**config.mk**
```make
export PLATFORM = sky130hd
export DESIGN_NAME = clock_switch_controller_flat
export DESIGN_NICKNAME = d
export VERILOG_FILES = /design/src/rtl/clock_switch_controller_if.sv /design/src/rtl/clock_switch_controller.sv /design/src/flat_wrapper.sv
export SDC_FILE = /design/constraint.sdc
export NUM_CORES = 1
export LEC_CHECK = 0
export ABC_CLOCK_PERIOD_IN_PS = 3900
export CORE_MARGIN = 2
export CORE_UTILIZATION = 30
export CTS_BUF_LIST = sky130_fd_sc_hd__clkbuf_16
export DETAILED_ROUTE_END_ITERATION = 6
export SETUP_SLACK_MARGIN = 0.4
export SKIP_CTS_REPAIR_TIMING = 1
export SYNTH_ARGS = -nofsm -noshare
export SYNTH_HDL_FRONTEND = slang
export SYNTH_SLANG_ARGS = --single-unit
```
**constraint.sdc**
```tcl
create_clock -name clk -period 3.9 [get_ports clk]
set_input_delay 0.78 -clock clk [delete_from_list [all_inputs] [get_ports clk]]
set_output_delay 0.78 -clock clk [all_outputs]
set_load 0.02 [all_outputs]
```
**src/rtl/clock_switch_controller_if.sv**
```systemverilog
// Request/status bundle between a clock-switch requester and the controller.
// The toggle inputs and liveness flags travel with it so the mux side sees one port.
interface clock_switch_controller_if;
    logic req_valid;
    logic req_sel;
    logic req_ready;
    logic tgl_0;
    logic tgl_1;
    logic sel;
    logic busy;
    logic done;
    logic err;
    logic alive_0;
    logic alive_1;

    // Handshake: a request transfers on a rising clk edge where req_valid && req_ready;
    // req_sel is sampled on that edge, and req_valid while req_ready=0 is dropped, not queued.
    modport master (
        output req_valid, req_sel, tgl_0, tgl_1,
        input  req_ready, sel, busy, done, err, alive_0, alive_1
    );

    modport slave (
        input  req_valid, req_sel, tgl_0, tgl_1,
        output req_ready, sel, busy, done, err, alive_0, alive_1
    );
endinterface

```
**src/rtl/clock_switch_controller.sv**
```systemverilog
// Drives the glitch-free mux select only after the target source shows activity,
// then waits a guard interval before reporting done; also publishes source liveness.
module clock_switch_controller #(
    parameter int SYNC_STAGES = 2,
    parameter int WINDOW      = 64,
    parameter int MIN_TICKS   = 4,
    parameter int GUARD       = 16
) (
    input  logic                       clk,
    input  logic                       rst,
    clock_switch_controller_if.slave   bus,
    output logic [1:0]                 state_o
);
    localparam int WW = $clog2(WINDOW);
    localparam int CW = $clog2(MIN_TICKS + 1);
    localparam int GW = $clog2(GUARD + 1);
    localparam logic [WW-1:0] WIN_LAST   = WW'(WINDOW - 1);
    localparam logic [CW-1:0] TICKS_MAX  = CW'(MIN_TICKS);
    localparam logic [CW-1:0] TICKS_PRE  = CW'(MIN_TICKS - 1);
    localparam logic [GW-1:0] GUARD_LAST = GW'(GUARD - 1);

    typedef enum logic [1:0] {IDLE = 2'd0, CHECK = 2'd1, SWITCH = 2'd2} state_t;

    logic [SYNC_STAGES-1:0] sync0_q, sync1_q;
    logic                   prev0_q, prev1_q;
    logic                   tick0, tick1;

    always_ff @(posedge clk or posedge rst) begin
        if (rst) begin
            sync0_q <= '0;
            sync1_q <= '0;
            prev0_q <= 1'b0;
            prev1_q <= 1'b0;
        end else begin
            sync0_q <= {sync0_q[SYNC_STAGES-2:0], bus.tgl_0};
            sync1_q <= {sync1_q[SYNC_STAGES-2:0], bus.tgl_1};
            prev0_q <= sync0_q[SYNC_STAGES-1];
            prev1_q <= sync1_q[SYNC_STAGES-1];
        end
    end

    assign tick0 = sync0_q[SYNC_STAGES-1] ^ prev0_q;
    assign tick1 = sync1_q[SYNC_STAGES-1] ^ prev1_q;

    // Free-running liveness monitor; tick counts saturate so they never wrap.
    logic [WW-1:0] mon_win_q;
    logic [CW-1:0] cnt0_q, cnt1_q, cnt0_d, cnt1_d;
    logic          alive0_q, alive1_q;

    always_comb begin
        cnt0_d = (tick0 && cnt0_q != TICKS_MAX) ? cnt0_q + CW'(1) : cnt0_q;
        cnt1_d = (tick1 && cnt1_q != TICKS_MAX) ? cnt1_q + CW'(1) : cnt1_q;
    end

    always_ff @(posedge clk or posedge rst) begin
        if (rst) begin
            mon_win_q <= '0;
            cnt0_q    <= '0;
            cnt1_q    <= '0;
            alive0_q  <= 1'b0;
            alive1_q  <= 1'b0;
        end else if (mon_win_q == WIN_LAST) begin
            mon_win_q <= '0;
            cnt0_q    <= '0;
            cnt1_q    <= '0;
            alive0_q  <= (cnt0_d == TICKS_MAX);
            alive1_q  <= (cnt1_d == TICKS_MAX);
        end else begin
            mon_win_q <= mon_win_q + WW'(1);
            cnt0_q    <= cnt0_d;
            cnt1_q    <= cnt1_d;
        end
    end

    state_t        state_q, state_d;
    logic          sel_q, sel_d, target_q, target_d;
    logic          done_q, done_d, err_q, err_d;
    logic [CW-1:0] chk_cnt_q, chk_cnt_d;
    logic [WW-1:0] chk_win_q, chk_win_d;
    logic [GW-1:0] guard_q, guard_d;
    logic          tick_t;

    assign tick_t = target_q ? tick1 : tick0;

    always_comb begin
        state_d   = state_q;
        sel_d     = sel_q;
        target_d  = target_q;
        chk_cnt_d = chk_cnt_q;
        chk_win_d = chk_win_q;
        guard_d   = guard_q;
        done_d    = 1'b0;
        err_d     = 1'b0;
        case (state_q)
            IDLE: begin
                if (bus.req_valid) begin
                    if (bus.req_sel == sel_q) begin
                        done_d = 1'b1;
                    end else begin
                        state_d   = CHECK;
                        target_d  = bus.req_sel;
                        chk_cnt_d = '0;
                        chk_win_d = '0;
                    end
                end
            end
            CHECK: begin
                // Success is tested first so a completing tick on the last window cycle wins.
                if (tick_t && chk_cnt_q == TICKS_PRE) begin
                    state_d = SWITCH;
                    sel_d   = target_q;
                    guard_d = '0;
                end else if (chk_win_q == WIN_LAST) begin
                    state_d = IDLE;
                    err_d   = 1'b1;
                end else begin
                    chk_win_d = chk_win_q + WW'(1);
                    if (tick_t) chk_cnt_d = chk_cnt_q + CW'(1);
                end
            end
            SWITCH: begin
                if (guard_q == GUARD_LAST) begin
                    state_d = IDLE;
                    done_d  = 1'b1;
                end else begin
                    guard_d = guard_q + GW'(1);
                end
            end
            default: state_d = IDLE;
        endcase
    end

    always_ff @(posedge clk or posedge rst) begin
        if (rst) begin
            state_q   <= IDLE;
            sel_q     <= 1'b0;
            target_q  <= 1'b0;
            done_q    <= 1'b0;
            err_q     <= 1'b0;
            chk_cnt_q <= '0;
            chk_win_q <= '0;
            guard_q   <= '0;
        end else begin
            state_q   <= state_d;
            sel_q     <= sel_d;
            target_q  <= target_d;
            done_q    <= done_d;
            err_q     <= err_d;
            chk_cnt_q <= chk_cnt_d;
            chk_win_q <= chk_win_d;
            guard_q   <= guard_d;
        end
    end

    assign bus.req_ready = (state_q == IDLE);
    assign bus.busy      = (state_q != IDLE);
    assign bus.sel       = sel_q;
    assign bus.done      = done_q;
    assign bus.err       = err_q;
    assign bus.alive_0   = alive0_q;
    assign bus.alive_1   = alive1_q;
    assign state_o       = state_q;
endmodule

```
**src/flat_wrapper.sv**
```systemverilog
// flat-port wrapper written by rule: the top's interface ports become plain ports
module clock_switch_controller_flat 
#(
    parameter int SYNC_STAGES = 2,
    parameter int WINDOW      = 64,
    parameter int MIN_TICKS   = 4,
    parameter int GUARD       = 16
)
  (clk, rst, state_o, bus_req_valid, bus_req_sel, bus_tgl_0, bus_tgl_1, bus_req_ready, bus_sel, bus_busy, bus_done, bus_err, bus_alive_0, bus_alive_1);
  clock_switch_controller_if bus_i ();
  input  logic clk;
  input  logic rst;
  output logic [1:0] state_o;
  input wire logic [$bits(bus_i.req_valid)-1:0] bus_req_valid;
  input wire logic [$bits(bus_i.req_sel)-1:0] bus_req_sel;
  input wire logic [$bits(bus_i.tgl_0)-1:0] bus_tgl_0;
  input wire logic [$bits(bus_i.tgl_1)-1:0] bus_tgl_1;
  output wire logic [$bits(bus_i.req_ready)-1:0] bus_req_ready;
  output wire logic [$bits(bus_i.sel)-1:0] bus_sel;
  output wire logic [$bits(bus_i.busy)-1:0] bus_busy;
  output wire logic [$bits(bus_i.done)-1:0] bus_done;
  output wire logic [$bits(bus_i.err)-1:0] bus_err;
  output wire logic [$bits(bus_i.alive_0)-1:0] bus_alive_0;
  output wire logic [$bits(bus_i.alive_1)-1:0] bus_alive_1;
  assign bus_i.req_valid = bus_req_valid;
  assign bus_i.req_sel = bus_req_sel;
  assign bus_i.tgl_0 = bus_tgl_0;
  assign bus_i.tgl_1 = bus_tgl_1;
  assign bus_req_ready = bus_i.req_ready;
  assign bus_sel = bus_i.sel;
  assign bus_busy = bus_i.busy;
  assign bus_done = bus_i.done;
  assign bus_err = bus_i.err;
  assign bus_alive_0 = bus_i.alive_0;
  assign bus_alive_1 = bus_i.alive_1;
  clock_switch_controller #(.SYNC_STAGES(SYNC_STAGES), .WINDOW(WINDOW), .MIN_TICKS(MIN_TICKS), .GUARD(GUARD)) u_core (.clk(clk), .rst(rst), .bus(bus_i), .state_o(state_o));
endmodule
```
Word level (Yosys, flattened, before mapping)
Cells that the tools add are included.
{"block": "word_totals", "register_bits": 40, "inputBits": 6, "out_inout_bits": 9}
{"block": "op_classes", "add_sub_neg": 6, "n_eq_ne": 20, "mux": 33, "n_bitwise": 3, "n_reduce_logical": 13}
{"operator": "6-bit 2-to-1 mux", "count": 5}
{"operator": "3-bit 2-to-1 mux", "count": 9}
{"operator": "6-bit by 1-bit adder with 6-bit output, second input constant", "count": 2}
{"operator": "6-bit == test, second input constant", "count": 2}
{"operator": "6-bit one-hot mux with 2 select lines", "count": 1}
{"operator": "2-bit 2-to-1 mux", "count": 5}
{"operator": "5-bit 2-to-1 mux", "count": 2}
{"operator": "2-bit != test, second input constant", "count": 5}
{"operator": "5-bit one-hot mux with 2 select lines", "count": 1}
{"operator": "3-bit by 1-bit adder with 3-bit output, second input constant", "count": 3}
{"operator": "1-bit 2-to-1 mux", "count": 7}
{"operator": "3-bit == test, second input constant", "count": 2}
{"operator": "2-bit by 1-bit != test with 1-bit output, second input constant", "count": 3}
{"operator": "3-bit != test, second input constant", "count": 2}
{"operator": "2-bit one-hot mux with 3 select lines", "count": 1}
{"operator": "3-bit one-hot mux with 2 select lines", "count": 1}
{"operator": "3-bit AND reduction", "count": 2}
{"operator": "6-bit AND reduction", "count": 1}
{"operator": "2-bit nonzero test", "count": 3}
{"operator": "5-bit by 1-bit adder with 5-bit output, second input constant", "count": 1}
{"operator": "5-bit by 4-bit == test with 1-bit output, second input constant", "count": 1}
{"operator": "5-bit AND reduction", "count": 1}
{"operator": "4-bit AND reduction", "count": 1}
{"operator": "3-bit by 2-bit == test with 1-bit output, second input constant", "count": 1}
{"operator": "other kinds (10)", "count": 13}

Depth between registers and ports, before layout
{"block": "depth", "word_depth": 6, "ltp_mapped": 8}

Worst setup path after synthesis
No wires, ideal clock.
{"block": "synth_timing", "path_kind": "register to register", "from": "register u_core.state_q[0] (netlist: u_core.state_o[0])", "to": "register u_core.chk_win_q[4]", "t_arrival_ns": 2.115, "setup_slack_ns": 1.698, "stages_incl_launch_ff": 9, "n_path_buf": 2, "cell_sequence": "dfrtp_1 inv_1 ha_1 buf_4 inv_1 a21oi_2 buf_6 or4_1 o211ai_1"}
{"block": "synth_via", "elab_chain_len": 3, "elab_cells_between_ends": 9, "cone_classes": "eq/ne: 5; mux: 1; reduce/logical: 3"}
{"item": "start, declared", "line_no": "clock_switch_controller.sv:75", "source": "state_t state_q, state_d;"}
{"item": "start signal, assigned", "line_no": "clock_switch_controller.sv:144", "source": "state_q <= state_d;"}
{"item": "2-bit logical NOT *"}
{"item": "named net bus_req_ready", "line_no": "flat_wrapper.sv:18", "source": "output wire logic [$bits(bus_i.req_ready)-1:0] bus_req_ready;"}
{"item": "2-bit != test (no line) or 2-bit nonzero test (tied branches)"}
{"item": "5-bit AND reduction (no line)"}
{"item": "end signal, assigned", "line_no": "clock_switch_controller.sv:150", "source": "chk_win_q <= chk_win_d;"}
{"item": "end, declared", "line_no": "clock_switch_controller.sv:79", "source": "logic [WW-1:0] chk_win_q, chk_win_d;"}
The timed path passes the listed nets; every way through them passes the cells marked *.
A chain may end at the register's enable or synchronous reset.

Worst setup path after layout
{"block": "layout_timing", "from": "register u_core.state_q[0] (netlist: u_core.state_o[0])", "to": "output port bus_busy"}
{"block": "layout_via", "elab_chain_len": 1}
{"item": "2-bit nonzero test", "line_no": "clock_switch_controller.sv:156", "source": "assign bus.busy = (state_q != IDLE);"}
{"item": "end, declared", "line_no": "flat_wrapper.sv:20", "source": "output wire logic [$bits(bus_i.busy)-1:0] bus_busy;"}
No other way between the ends.

==> results.json <==
{
  "startpoint_type": "flip-flop",
  "p_per_area_nw_per_um2": 762,
  "final_antenna_net_count": 0,
  "setup_viol": 0,
  "syn-num-nets": 233,
  "final_cell_mix": "dfrtp_1, nand2_1",
  "fmax_mhz": 361,
  "avgSynthCellArea_sq_um": 10.2,
  "drt_iter0_markers": 107,
  "grt_max_degree": 41,
  "cp_common_cell": "inv_1",
  "slew_viol_final": 0,
  "slowest_delay_ns": 0.65,
  "syn_to_final_growth_pct": 18.6,
  "nFillCells": 662,
  "layout.cells.most_common": "dfrtp_1",
  "status": "complete, no violations",
  "core_sq_um": 6870,
  "seq_area_frac_synth_pct": 46.3,
  "drive_gt1_share_pct": 8.70,
  "cts_tree": "yes",
  "synth_cell_type_count": 46,
  "syn-cell-area_sq_um": 2160,
  "syn_inst": 213,
  "cpMaxStageDelayCell": "clkdlybuf4s50_1",
  "synth_top_flop_cell": "dfrtp_1",
  "maxSlewHeadroom_pct": 24.7,
  "leakagePower_nw": 1.09,
  "cap_violations": 0,
  "ff_latch_area_sq_um": 1000,
  "cts.root.buffer_cell": "clkbuf_16",
  "hold_class": "reg2reg",
  "antenna_cells": 0,
  "rows": 30,
  "nNetsFinal": 249,
  "place_congestion": 0.755,
  "ioPinCount": 15,
  "crit_type": "reg2out",
  "numCtsBuffers": 5,
  "ys_top_cells_by_area": "dfrtp_1, ha_1, nand2_1",
  "peakVddDrop_mv": 0.265,
  "synth_seq_cells": 40,
  "numPortBuffers": 14,
  "die_w_um": 88.9,
  "drt-vias-per-instance": 4.93,
  "overflow": 0,
  "yosys.area.top_type_share_pct": 46.3,
  "dp_hpwl_um": 2880,
  "skew_ns": 0.00543,
  "grt.total_usage_pct": 11.8,
  "worst_ep_required_time_ns": 3.12,
  "end_kind": "output pin",
  "cts_sinks": 40,
  "hold_violations": 0,
  "grt_pass1_vias": 1539,
  "crit_fanout": 10,
  "synth-edff-count": 0,
  "multi_input_area_sq_um": 1080,
  "period_minus_slack_ns": 2.77,
  "route.detailed.drc": 0,
  "arrival_ns": 1.99,
  "initial_core_util_pct": 31.5,
  "path_clk_slew_ns": 0.06,
  "rsz0062_at_grt": "no",
  "yosys_warnings": 0,
  "fp.dieH_um": 88.9,
  "tightestPinTransition_ns": 1.13,
  "drtPass1Iterations": 4,
  "die_area_sq_um": 7900,
  "path_cells": "inv_1 > ha_1 > inv_1 > clkdlybuf4s50_1",
  "async_flop_share_pct": 100,
  "htree_levels": 2,
  "finalCritPeriodShare_pct": 71.0,
  "vias": 1608,
  "grt_first_pass_wirelength_um": 7270,
  "synth_top_area_cell": "dfrtp_1",
  "place_area_sq_um": 2390,
  "routed_wl_um": 4160,
  "routedWlPerCell_um": 12.7,
  "clk_path_buf_depth": 2,
  "final_area_sq_um": 2560,
  "fin_setup_tns_ns": 0,
  "insertion_delay_ns": 0.28,
  "antenna_found_initial": 0
}
## kinds of logic (layout without fill, tap and decap cells)
kind of cell / Yosys count / in the layout / share of synthesized area [%]
DFF: 40 / 40 / 46.3
muxes: 4 / 4 / 2.03
and+or+nand+nor: 75 / 75 / 17.3
AOI/OAI and AO/OA: 48 / 48 / 16.7
buffers and inverters: 19 / 36 / 3.94
xor gates and xnor gates: 13 / 13 / 5.61
adders and majority gates: 14 / 14 / 8.10
## power by group
group / leakage (nW) / total (mW) / internal [mW] / switching (mW)
logic: 0.520 / 0.839 / 0.360 / 0.479
registers: 0.490 / 0.639 / 0.530 / 0.109
clock network: 0.0804 / 0.476 / 0.304 / 0.172
## cell usage after synthesis, types with 2 or more instances
cell type	instances
o22ai_1	2
inv_1	13
nand3_1	14
nor3_1	2
dfrtp_1	40
a22o_1	4
o311ai_0	7
o211ai_1	8
or4_1	3
nand2_1	23
nor2_1	14
clkbuf_1	2
or2_2	2
o21ai_0	8
or3_2	2
nand2b_1	4
mux2_2	3
buf_2	2
o221ai_1	4
ha_1	14
and3_1	3
a21oi_1	4
xor2_1	6
and2_1	2
xnor2_1	6
## flip-flops by register name, indices dropped and copies added, names as in the netlist, 2 cells and up
| signal | flops |
|---|---|
| u_core.chk_win_q | 6 |
| u_core.mon_win_q | 6 |
| u_core.guard_q | 5 |
| u_core.chk_cnt_q | 3 |
| u_core.cnt0_q | 3 |
| u_core.cnt1_q | 3 |
| u_core.state_o | 2 |
| u_core.sync0_q | 2 |
| u_core.sync1_q | 2 |
## per-stage QoR
stage | utilization (%) | instances | setup slack, ns | total power [mW] | hold slack [ns]
floorplan | - | 213 | 1.70 | 1.28 | 0.331
finish | 37.3 | 326 | 1.13 | 1.95 | 0.351
detailed placement | 34.8 | 318 | 1.35 | 1.48 | 0.338
global placement | 34.8 | 318 | 1.40 | 1.46 | 0.335
CTS | 37.3 | 326 | 1.12 | 1.97 | 0.352
global route | 37.3 | 326 | 1.00 | 2.12 | 0.360
## path summary, 6_finish.rpt
path | start | to | slack (ns) | cells after the start
max reg2reg | u_core.state_o[1] | u_core.chk_win_q[2] | 1.47 | 5
min | u_core.sync1_q[0] | u_core.sync1_q[1] | 0.35 | 0
max in group asynchronous | rst | u_core.chk_win_q[0] | 2.61 | 3
min in group asynchronous | rst | u_core.bus.done | 0.93 | 3
min reg2reg | u_core.sync1_q[0] | u_core.sync1_q[1] | 0.35 | 0
max | u_core.state_o[0] | bus_busy | 1.13 | 4
## layout make-up
| class | instances | area share (%) |
|---|---|---|
| Clock buffer | 5 | 4.88 |
| Timing Repair Buffer | 15 | 5.76 |
| Tap cell | 96 | 4.68 |
| Multi-Input combinational cell | 154 | 42.0 |
| Sequential cell | 40 | 39.0 |
| Clock inverter | 3 | 1.80 |
| Inverter | 13 | 1.90 |
## worst max-delay path: cells and delay by family (launching register included)
family	cells	cell delay, ns
flip-flops	1	0.39
adder cells (fa/ha/maj)	1	0.33
buffers and inverters	3	0.99
## metal layers
layer | global-route usage (%) | part of all wire (%) | vias to the layer above
met4 | 3.99 | 2.3 | 0
met2 | 16.9 | 44 | 31
met5 | 0 | 0 | -
met1 | 16.9 | 50 | 764
li1 | - | - | 803
met3 | 3.42 | 4.0 | 10
Note: power is estimated with default switching activity, not from simulation.
==> RTL change 1: new RTL, same flow settings <==
`WINDOW` is set to 64 in 2 places; all go to 128.
--- a/src/rtl/clock_switch_controller.sv
+++ b/src/rtl/clock_switch_controller.sv
@@ -4,3 +4,3 @@
     parameter int SYNC_STAGES = 2,
-    parameter int WINDOW      = 64,
+    parameter int WINDOW      = 128,
     parameter int MIN_TICKS   = 4,
--- a/src/flat_wrapper.sv
+++ b/src/flat_wrapper.sv
@@ -4,3 +4,3 @@
     parameter int SYNC_STAGES = 2,
-    parameter int WINDOW      = 64,
+    parameter int WINDOW      = 128,
     parameter int MIN_TICKS   = 4,
Formal check against the unedited RTL: no difference found for any inputs over 10 cycles, from zero or initial values and one cycle with rst high; that may be too few to reach the edited logic, so the function may still have changed.
==> RTL change 1 against the unedited design <==
- final cell count up 2.1%
- worst setup slack better by 0.14 ns
- synthesized area up 2.5%
- die area up 2.4%
- critical path depth down 1
- wire length down 6.5%
- clock skew up 0.0020 ns
- clock power down 4.8%
- final area up 2.6%
- first-iteration DRC count down 33%
- combinational power down 25%
- sequential cell count up 2
- power down 13%
- critical endpoint is now bus_req_ready
==> RTL change 1: results (changes against the unedited design) <==
status: "complete, no violations"
p_clk_mw: 0.453  # -4.8%
synth-warning-count: 0  # unchanged
clockBufferDepth: 2  # unchanged
p_leak_nw: 1.185  # +8.7%
avgViaCountPerCell: 4.694  # -4.8%
wl_per_cell_microns: 11.66  # -8.5%
cts.clk_slew.worst_paths_ns: 0.06  # about the same
fin_nets: 254  # +2.0%
fin_skew_ns: 0.007430  # +0.002002 ns
drive_above_1_share_pct: 7.692  # -1.0 points
yosys-top-cells-area: "dfrtp_1 47%, ha_1 7.9%, inv_1 3.0%, nor2_1 3.0%, nand3_1 2.9%"
top_regs: "u_core.chk_win_q x7, u_core.mon_win_q x7, u_core.guard_q x5"
seqPwrFrac_pct: 36.1  # +3.4 points
grt_pass1_vias: 1536  # -0.19%
ys_top_cells_by_count: "42 x dfrtp_1, 18 x inv_1, 18 x nor2_1"
clkPwrFrac_pct: 26.7  # +2.3 points
ys_types: 47  # +2.2%
diodes: 0  # unchanged
clockRootBuffer: "clkbuf_16"
cp.arrival_ns: 1.85  # -0.14 ns
peakVddDrop_v: 0.0002006  # -24%
hold_path.class: "reg -> reg"
dp.final_hpwl_microns: 2719  # -5.6%
antenna_found_initial: 0  # unchanged
cp_max_fo: 8  # -2
cts_buffers: 5  # unchanged
placement.io_buffers: 14  # unchanged
synth_ff_type: "dfrtp_1"
grt_use_total_pct: 10.37  # -1.4 points
h-tree-depth: 2  # unchanged
ys_seq_area_share_pct: 47.43  # +1.1 points
syn-num-nets: 236  # +1.3%
gp_congestion: 0.7711  # +2.2%
grt_max_degree: 43  # +4.9%
dr.pass1.iters: 4  # unchanged
drt_iter0_markers: 72  # -33%
clock_latency_ns: 0.28  # about the same
switching_power_mw: 0.5976  # -21%
tightest_slew_ns: 0.7263  # -0.4026 ns
synth_async_sr_flop_share_pct: 100.0  # unchanged
grt_pass1_wl_microns: 6962  # -4.3%
RTL change 1: changes by cell type in the layout (fill, tap and decap cells not counted), moves of 3 or more:
cell | before | now
a21oi_1 | 4 | 12
a31oi_1 | 1 | 4
inv_1 | 13 | 18
mux2i_1 | 1 | 5
nand2_1 | 23 | 17
nand3b_1 | 0 | 3
nor2_1 | 14 | 18
o211ai_1 | 8 | 1
o21ai_0 | 8 | 4
o221ai_1 | 4 | 1
o311ai_0 | 7 | 1
RTL change 1: worst paths after layout:
kind | from | to | slack, ns | depth (start not counted)
worst max-delay path | u_core.state_o[1]$_DFFE_PP0P_ | bus_req_ready | 1.27 | 3
worst min-delay path | u_core.sync1_q[0]$_DFF_PP0_ | u_core.sync1_q[1]$_DFF_PP0_ | 0.35 | 0
worst max register to register | u_core.state_o[1]$_DFFE_PP0P_ | u_core.chk_win_q[3]$_DFFE_PP0P_ | 1.52 | 8
worst min register to register | u_core.sync1_q[0]$_DFF_PP0_ | u_core.sync1_q[1]$_DFF_PP0_ | 0.35 | 0
max in group asynchronous | rst | u_core.sync1_q[0]$_DFF_PP0_ | 2.56 | 3
min in group asynchronous | rst | u_core.bus.done$_DFF_PP0_ | 0.97 | 3
RTL change 1: critical path, cell delays in order (launching register included):
cell and delay [ns]:
dfrtp_1 0.44, inv_1 0.13, ha_1 0.33, clkdlybuf4s50_1 0.66
RTL change 1: area by class of cell:
cell class / instances / area, sq um
clock inverter: 2 / 33.78
sequential: 42 / 1051
fill: 723 / 4582
inverter: 18 / 67.56
tap: 99 / 123.9
timing repair buffer: 16 / 155.1
multi-input combinational: 151 / 1076
clock buffer: 5 / 125.1
RTL change 1: routing by layer:
layer	track usage [%]	vias to the layer above	share of wire (%)
met3	2.766	5	2.8
met1	14.54	745	51
met5	0	-	0
li1	-	796	-
met4	3.462	0	1.0
met2	15.59	17	45
RTL change 1: stage by stage:
stage | instance area [sq um] | worst slack, ns | instances | util (%) | hold slack, ns
2_1_floorplan | 2216 | 1.914 | 216 | - | 0.3312
3_3_place_gp | 2474 | 1.348 | 326 | 34.29 | 0.3385
3_5_place_dp | 2474 | 1.355 | 326 | 34.29 | 0.3355
6_report | 2633 | 1.274 | 333 | 36.49 | 0.3455
4_1_cts | 2633 | 1.261 | 333 | 36.49 | 0.3478
5_1_grt | 2633 | 1.195 | 333 | 36.49 | 0.3810
RTL change 1: cells by family after synthesis:
kind of cell | after synthesis | synth area share (%)
buf+inv | 23 | 4.009
fa+ha+maj | 14 | 7.905
flops | 42 | 47.43
mux | 6 | 2.767
compound gates | 39 | 12.20
simple gates | 78 | 19.48
xor+xnor | 14 | 6.211
==> RTL change 2: new RTL, same settings <==
Without the edit above. Reset style: synchronous (`rst`), changed in 3 clocked blocks.
--- a/src/rtl/clock_switch_controller.sv
+++ b/src/rtl/clock_switch_controller.sv
@@ -27,3 +27,3 @@
 
-    always_ff @(posedge clk or posedge rst) begin
+    always_ff @(posedge clk) begin
         if (rst) begin
@@ -54,3 +54,3 @@
 
-    always_ff @(posedge clk or posedge rst) begin
+    always_ff @(posedge clk) begin
         if (rst) begin
@@ -132,3 +132,3 @@
 
-    always_ff @(posedge clk or posedge rst) begin
+    always_ff @(posedge clk) begin
         if (rst) begin
Formal check against the unedited RTL: differs if rst is asserted again (counterexample within 4 cycles, from zero or initial values and one cycle with rst high); with rst held inactive, the same outputs for 10 cycles.
==> RTL change 2 against the unedited design <==
- clock skew rose by 0.0019 ns
- final area fell by 9.0%
- die area fell by 9.0%
- sequential cell count did not move
- synthesized area fell by 9.4%
- non-clock buffer count did not move
- largest cell class unchanged
- worst setup slack improved by 0.24 ns
- via count fell by 3.9%
- critical path type unchanged
- wire length fell by 13%
Power is not compared: it rests on default switching activity, and its combinational part moved more than twofold at a synthesized area within 25%.
==> RTL change 2: results (changes against the unedited design) <==
postSynthAreaPerCell_sq_um: 8.781  # -13%
status: "complete, no violations"
clock.fmax_mhz: 395.5  # +9.5%
wl_microns: 3621  # -13%
relSlewSlack_pct: 51.78  # +27 points
drt_iter0_markers: 61  # -43%
hold_slack_ns: 0.4367  # +0.08616 ns
critPathLaunch: "u_core.state_o[0]$_SDFFE_PP0P_"
syn-num-nets: 242  # +3.9%
dp.final_hpwl_microns: 2589  # -10%
cp_max_fo: 7  # -3
drive_above_1_share_pct: 4.641  # -4.1 points
hold_start: "u_core.sync0_q[0]$_SDFF_PP0_"
final-nonclk-buf-share_pct: 6.324  # +0.57 points
nNonClkInverters: 19  # +6
reg2reg_to: "u_core.chk_win_q[1]$_SDFFE_PP0P_"
fin_nets: 255  # +2.4%
fin_skew_ns: 0.007324  # +0.001896 ns
placed_area_sq_mm: 0.002167  # -9.5%
regArea_sq_um: 800.8  # -20%
grt_pass1_vias: 1449  # -5.8%
area_delta_synth_final_pct: 19.23
r2r_cells: 7  # +2
num_vias: 1545  # -3.9%
cp.arrival_ns: 1.75  # -0.24 ns
grt_max_degree: 30  # -27%
ys_seq_area_share_pct: 40.89  # -5.4 points
RTL change 2: changes by cell type in the layout (fill, tap and decap cells not counted), moves of 5 or more:
cell	before	now
dfrtp_1	40	0
dfxtp_1	0	40
nand2_1	23	12
a21oi_1	4	13
nand3_1	14	5
a31oi_1	1	9
nor2b_1	1	9
o211ai_1	8	0
o311ai_0	7	0
inv_1	13	19
and3_1	3	8
mux2i_1	1	6
RTL change 2: cells by family after synthesis:
kind of cell | synth area share, %
AO/OA/AOI/OAI | 17.12
XOR/XNOR | 4.921
adder cells (fa/ha/maj) | 8.307
buffers and inverters | 5.431
flip-flops | 40.89
multiplexers | 3.067
AND/OR/NAND/NOR | 20.26
RTL change 2: per-layer routing:
| layer | routed length [microns] | global-route usage, % | up-vias |
|---|---|---|---|
| met5 | 0 | 0 | - |
| met4 | 90 | 7.071 | 0 |
| met3 | 119 | 2.655 | 9 |
| met2 | 1548 | 16.75 | 20 |
| met1 | 1862 | 15.34 | 707 |
| li1 | - | - | 809 |
